===== config.mk =====
export PLATFORM = sky130hd
export DESIGN_NAME = uart_rx_fsm_flat
export DESIGN_NICKNAME = d
export VERILOG_FILES = /design/src/rtl/uart_rx_fsm_if.sv /design/src/rtl/uart_rx_fsm.sv /design/src/flat_wrapper.sv
export SDC_FILE = /design/constraint.sdc
export NUM_CORES = 1
export LEC_CHECK = 0
export BUFFER_PORTS_ARGS = -buffer_cell sky130_fd_sc_hd__buf_2
export CORE_MARGIN = 2
export CORE_UTILIZATION = 57
export CTS_CLUSTER_DIAMETER = 100
export DETAILED_ROUTE_END_ITERATION = 10
export GPL_ROUTABILITY_DRIVEN = 0
export PLACE_DENSITY_LB_ADDON = 0.3
export SLEW_MARGIN = 40
export SYNTH_ARGS = -nofsm -noshare
export SYNTH_HDL_FRONTEND = slang
export SYNTH_SLANG_ARGS = --single-unit

===== constraint.sdc =====
create_clock -name i_Clk -period 2 [get_ports i_Clk]
set_input_delay 0.3 -clock i_Clk [delete_from_list [all_inputs] [get_ports i_Clk]]
set_output_delay 0.3 -clock i_Clk [all_outputs]
set_load 0.01 [all_outputs]

===== src/rtl/uart_rx_fsm_if.sv =====
// Serial-receive bundle: RX pin in, received byte and status strobes out.
// Parity error line exists only when UART_RX_PARITY_EN is defined.
interface uart_rx_fsm_if;
    logic       i_Rx_Serial;
    logic       o_Rx_DV;
    logic [7:0] o_Rx_Byte;
    logic       o_Rx_Frame_Err;
    logic       o_Rx_Busy;
`ifdef UART_RX_PARITY_EN
    logic       o_Rx_Parity_Err;
`endif

    modport master (
`ifdef UART_RX_PARITY_EN
        input  o_Rx_Parity_Err,
`endif
        output i_Rx_Serial,
        input  o_Rx_DV,
        input  o_Rx_Byte,
        input  o_Rx_Frame_Err,
        input  o_Rx_Busy
    );

    modport slave (
`ifdef UART_RX_PARITY_EN
        output o_Rx_Parity_Err,
`endif
        input  i_Rx_Serial,
        output o_Rx_DV,
        output o_Rx_Byte,
        output o_Rx_Frame_Err,
        output o_Rx_Busy
    );
endinterface


===== src/rtl/uart_rx_fsm.sv =====
// UART receiver: 8 data bits LSB-first, 1 stop bit, mid-bit sampling.
// Define UART_RX_PARITY_EN to add an even-parity bit before the stop bit.
module uart_rx_fsm #(
    parameter int CLKS_PER_BIT = 87
) (
    input  logic         i_Clk,
    input  logic         i_Rst,
    uart_rx_fsm_if.slave rx
);

    localparam int CW = (CLKS_PER_BIT > 1) ? $clog2(CLKS_PER_BIT) : 1;
    localparam logic [CW-1:0] LAST = CW'(CLKS_PER_BIT - 1);
    localparam logic [CW-1:0] HALF = CW'((CLKS_PER_BIT - 1) / 2);

    typedef enum logic [2:0] {
        s_IDLE,
        s_RX_START_BIT,
        s_RX_DATA_BITS,
`ifdef UART_RX_PARITY_EN
        s_RX_PARITY_BIT,
`endif
        s_RX_STOP_BIT,
        s_CLEANUP
    } state_t;

    state_t        r_State;
    state_t        w_State;
    logic          r_Rx_Meta;
    logic          r_Rx;
    logic [CW-1:0] r_Clk_Count;
    logic [CW-1:0] w_Clk_Count;
    logic [2:0]    r_Bit_Index;
    logic [2:0]    w_Bit_Index;
    logic [7:0]    r_Shift;
    logic [7:0]    w_Shift;
    logic [7:0]    r_Byte;
    logic [7:0]    w_Byte;
    logic          r_Dv;
    logic          w_Dv;
    logic          r_Ferr;
    logic          w_Ferr;
`ifdef UART_RX_PARITY_EN
    logic          r_Par;
    logic          w_Par;
    logic          r_Perr;
    logic          w_Perr;
`endif

    // Two-stage synchronizer; idle-high reset avoids a false start bit.
    always_ff @(posedge i_Clk) begin
        if (i_Rst) begin
            r_Rx_Meta <= 1'b1;
            r_Rx      <= 1'b1;
        end else begin
            r_Rx_Meta <= rx.i_Rx_Serial;
            r_Rx      <= r_Rx_Meta;
        end
    end

    always_ff @(posedge i_Clk) begin
        if (i_Rst) begin
            r_State     <= s_IDLE;
            r_Clk_Count <= '0;
            r_Bit_Index <= '0;
            r_Shift     <= '0;
            r_Byte      <= '0;
            r_Dv        <= 1'b0;
            r_Ferr      <= 1'b0;
`ifdef UART_RX_PARITY_EN
            r_Par       <= 1'b0;
            r_Perr      <= 1'b0;
`endif
        end else begin
            r_State     <= w_State;
            r_Clk_Count <= w_Clk_Count;
            r_Bit_Index <= w_Bit_Index;
            r_Shift     <= w_Shift;
            r_Byte      <= w_Byte;
            r_Dv        <= w_Dv;
            r_Ferr      <= w_Ferr;
`ifdef UART_RX_PARITY_EN
            r_Par       <= w_Par;
            r_Perr      <= w_Perr;
`endif
        end
    end

    always_comb begin
        w_State     = r_State;
        w_Clk_Count = r_Clk_Count;
        w_Bit_Index = r_Bit_Index;
        w_Shift     = r_Shift;
        w_Byte      = r_Byte;
        w_Dv        = 1'b0;
        w_Ferr      = 1'b0;
`ifdef UART_RX_PARITY_EN
        w_Par       = r_Par;
        w_Perr      = 1'b0;
`endif
        unique case (r_State)
            s_IDLE: begin
                w_Clk_Count = '0;
                w_Bit_Index = '0;
                if (!r_Rx)
                    w_State = s_RX_START_BIT;
            end
            s_RX_START_BIT: begin
                if (r_Clk_Count == HALF) begin
                    w_Clk_Count = '0;
                    w_State = r_Rx ? s_IDLE : s_RX_DATA_BITS;
                end else begin
                    w_Clk_Count = r_Clk_Count + 1'b1;
                end
            end
            s_RX_DATA_BITS: begin
                if (r_Clk_Count != LAST) begin
                    w_Clk_Count = r_Clk_Count + 1'b1;
                end else begin
                    w_Clk_Count = '0;
                    w_Shift[r_Bit_Index] = r_Rx;
                    if (r_Bit_Index != 3'd7) begin
                        w_Bit_Index = r_Bit_Index + 1'b1;
                    end else begin
                        w_Bit_Index = '0;
`ifdef UART_RX_PARITY_EN
                        w_State = s_RX_PARITY_BIT;
`else
                        w_State = s_RX_STOP_BIT;
`endif
                    end
                end
            end
`ifdef UART_RX_PARITY_EN
            s_RX_PARITY_BIT: begin
                if (r_Clk_Count != LAST) begin
                    w_Clk_Count = r_Clk_Count + 1'b1;
                end else begin
                    w_Clk_Count = '0;
                    w_Par = r_Rx;
                    w_State = s_RX_STOP_BIT;
                end
            end
`endif
            s_RX_STOP_BIT: begin
                if (r_Clk_Count != LAST) begin
                    w_Clk_Count = r_Clk_Count + 1'b1;
                end else begin
                    w_Clk_Count = '0;
                    w_State = s_CLEANUP;
                    if (!r_Rx) begin
                        w_Ferr = 1'b1;
`ifdef UART_RX_PARITY_EN
                    end else if ((^r_Shift) != r_Par) begin
                        w_Perr = 1'b1;
`endif
                    end else begin
                        w_Byte = r_Shift;
                        w_Dv = 1'b1;
                    end
                end
            end
            s_CLEANUP: begin
                w_State = s_IDLE;
            end
            default: begin
                w_State = s_IDLE;
            end
        endcase
    end

    assign rx.o_Rx_DV        = r_Dv;
    assign rx.o_Rx_Byte      = r_Byte;
    assign rx.o_Rx_Frame_Err = r_Ferr;
    assign rx.o_Rx_Busy      = (r_State != s_IDLE);
`ifdef UART_RX_PARITY_EN
    assign rx.o_Rx_Parity_Err = r_Perr;
`endif

endmodule


===== src/flat_wrapper.sv =====
// flat-port wrapper written by rule: the top's interface ports become plain ports
module uart_rx_fsm_flat 
#(
    parameter int CLKS_PER_BIT = 87
)
  (i_Clk, i_Rst, rx_i_Rx_Serial, rx_o_Rx_DV, rx_o_Rx_Byte, rx_o_Rx_Frame_Err, rx_o_Rx_Busy);
  uart_rx_fsm_if rx_i ();
  input  logic i_Clk;
  input  logic i_Rst;
  input wire logic [$bits(rx_i.i_Rx_Serial)-1:0] rx_i_Rx_Serial;
  output wire logic [$bits(rx_i.o_Rx_DV)-1:0] rx_o_Rx_DV;
  output wire logic [$bits(rx_i.o_Rx_Byte)-1:0] rx_o_Rx_Byte;
  output wire logic [$bits(rx_i.o_Rx_Frame_Err)-1:0] rx_o_Rx_Frame_Err;
  output wire logic [$bits(rx_i.o_Rx_Busy)-1:0] rx_o_Rx_Busy;
  assign rx_i.i_Rx_Serial = rx_i_Rx_Serial;
  assign rx_o_Rx_DV = rx_i.o_Rx_DV;
  assign rx_o_Rx_Byte = rx_i.o_Rx_Byte;
  assign rx_o_Rx_Frame_Err = rx_i.o_Rx_Frame_Err;
  assign rx_o_Rx_Busy = rx_i.o_Rx_Busy;
  uart_rx_fsm #(.CLKS_PER_BIT(CLKS_PER_BIT)) u_core (.i_Clk(i_Clk), .i_Rst(i_Rst), .rx(rx_i));
endmodule

==> qor.yml <==
viasPerCell: 5.84
seq_area_frac_synth: 0.443
instances_no_fill: 198
syn_area_um2: 1490
required_ns: 2.23
power.density_nw_per_um2: 749
synth_cells: 155
p_sw_frac: 0.203
multiInputGateArea_um2: 761
cts_buffers: 5
antenna_found_initial: 0
vias: 1157
die-area_um2: 3040
finalCriticalPeriod_ns: 1.85
p_seq_frac: 0.548
dp_hpwl_um: 1930
p_clk_frac: 0.426
seq_area_um2: 661
antennaDiodeCount: 0
syn_to_final_growth_pct: 8.98
synth.net_count: 162
cts_hold_buf: 0
synthFlopType: "dfxtp_1"
cts_tree: "done"
cts_setup_buffers: 0
die_w_um: 55.1
synth_edf_count: 0
drt_first_pass_iters: 4
detail-route-antenna-nets: 0
worstSetupStartpointType: "register"
yosysUniqueCellTypes: 38
clockBufferDepth: 2
cts_resized: 0
peakVddDrop_uv: 711
status: "finished, final reports clean"
htree_levels: 2
n_fill_cell: 217
overflow: 0
drc_errors: 0
min_path_type: "primary input to register"
preCtsSetupSlack_ns: 0.162
clk_pin_slew_ns: 0.10
drv_cap: 0
syn-mean-instance-area_um2: 9.61
nets: 174
drive_above_1_share: 0.190
hold_violations: 0
cts_sinks: 33
dp_cells: 190
avgRoutedWirePerCell_um: 13.9
synthArstFlopShare: 0
fin_worst_skew_ns: 0.00973
slew_viol_final: 0
io_buffers: 13
fin_setup_tns_ns: 0
chipHeight_um: 55.1
setup_viol: 0
hold_slack_ns: 0.141
path_max_fanout: 10
cp.arrival_ns: 2.08
p_int_uw: 969
max_freq_mhz: 541
grt_pass1_vias: 960
ys_seq_elements: 33
combPwrFrac: 0.025
p_leak_nw: 0.727
io_pins: 14
setup_ws_ns: 0.151
grt_start_max_net_pins: 19
grt_pass1_wl_um: 4300
track_usage: 0.207
criticalPathCategory: "register to register"
worst_slew_pin_slew_ns: 0.582
routed_wl_um: 2760
synth-warning-count: 0
p_sw_uw: 247
crit_path_end_kind: "register"
cts-root-buf: "clkbuf_4"
relSlewSlack: 0.611
rows: 18
initial_utilization: 0.602
post-route-period-util: 0.925
coreArea_um2: 2480
grt_setup_unrepaired: "false"
total_power_mw: 1.22
drt_iter0_drc: 33
insertion_delay_ns: 0.34
## layout make-up
type / count / share of cell area
inverter: 4 / 0.00924
tap: 30 / 0.0231
sequential: 33 / 0.407
clock buffer: 7 / 0.0339
multi-input combinational: 110 / 0.468
timing repair buffer: 13 / 0.0401
clock inverter: 1 / 0.0185
## synth_stat cells (all sizes together) (4+ instances only)
library cell | n | area [um2]
mux2i | 11 | 110
ha | 4 | 50.1
nand2 | 6 | 30.0
a31o | 5 | 43.8
buf | 4 | 38.8
nor2 | 27 | 101
o21ai | 4 | 20.0
dfxtp | 33 | 661
nand4 | 5 | 37.5
nand4b | 6 | 52.6
inv | 4 | 15.0
clkbuf | 4 | 15.0
a21oi | 5 | 25.0
## flip-flops by register name (all words and copies together), names as in the netlist
signal                    cells
u_core.r_Rx                   1
u_core.r_Bit_Index            3
u_core.rx.o_Rx_Frame_Err      1
u_core.r_Shift                8
u_core.r_State                3
u_core.r_Clk_Count            7
u_core.rx.o_Rx_Byte           8
u_core.r_Rx_Meta              1
u_core.rx.o_Rx_DV             1
## stage by stage
stage	area [um2]	util
6_report	1620	0.656
5_1_grt	1620	0.656
4_1_cts	1620	0.656
3_5_place_dp	1540	0.621
3_3_place_gp	1540	0.621
2_1_floorplan	1490	-
## per-layer routing
metal / GRT usage / part of all wire / up-vias
li1: - / - / 579
met1: 0.262 / 0.45 / 540
met2: 0.321 / 0.48 / 33
met3: 0.0726 / 0.053 / 5
met4: 0.0854 / 0.017 / 0
met5: 0 / 0 / -
## critical path, cell delays in order (launching register included)
cell and delay [ns]:
dfxtp_1 0.39, ha_1 0.19, and3b_1 0.43, nand4_2 0.39, mux2i_1 0.29, nor2_1 0.06
## final timing paths
check	to	depth (start not counted)	slack [ns]	from
setup / recovery	u_core.rx.o_Rx_Byte[3]	5	0.15	u_core.r_Clk_Count[1]
hold / removal	u_core.r_Rx_Meta	2	0.14	rx_i_Rx_Serial
setup reg to reg	u_core.rx.o_Rx_Byte[3]	5	0.15	u_core.r_Clk_Count[1]
hold reg to reg	u_core.r_Rx	1	0.45	u_core.r_Rx_Meta
## cells by family after synthesis
kind of cell | after synthesis | share of synthesized area
XOR/XNOR | 6 | 0.0353
AO/OA/AOI/OAI | 20 | 0.101
flip-flops | 33 | 0.443
buffers and inverters | 12 | 0.0462
adder cells (fa/ha/maj) | 4 | 0.0336
multiplexers | 11 | 0.0739
AND/OR/NAND/NOR | 69 | 0.267
## cells in the final DEF (no fill, tap or decap), types with 2 or more instances in the layout
cell / instances
nor2_1: 27
o21ai_0: 4
xor2_1: 3
a31o_2: 5
xnor2_1: 3
nor4b_1: 3
clkbuf_4: 5
and4b_1: 2
nand3_1: 3
nand2_1: 5
buf_2: 13
mux2i_1: 11
a31oi_1: 2
nand4b_1: 6
nand4_1: 4
ha_1: 4
a21oi_1: 5
inv_1: 4
or2_2: 3
nor4_1: 2
nor2b_1: 3
dfxtp_1: 33
## power groups by stage
stage / logic [mW] / clock network [mW] / registers (mW)
2_1_floorplan: 0.0265 / 0 / 0.678
4_1_cts: 0.0311 / 0.534 / 0.667
3_3_place_gp: 0.0300 / 0 / 0.682
3_5_place_dp: 0.0310 / 0 / 0.682
6_report: 0.0310 / 0.518 / 0.667
5_1_grt: 0.0343 / 0.558 / 0.668
Power figures use the tool's default switching activity.
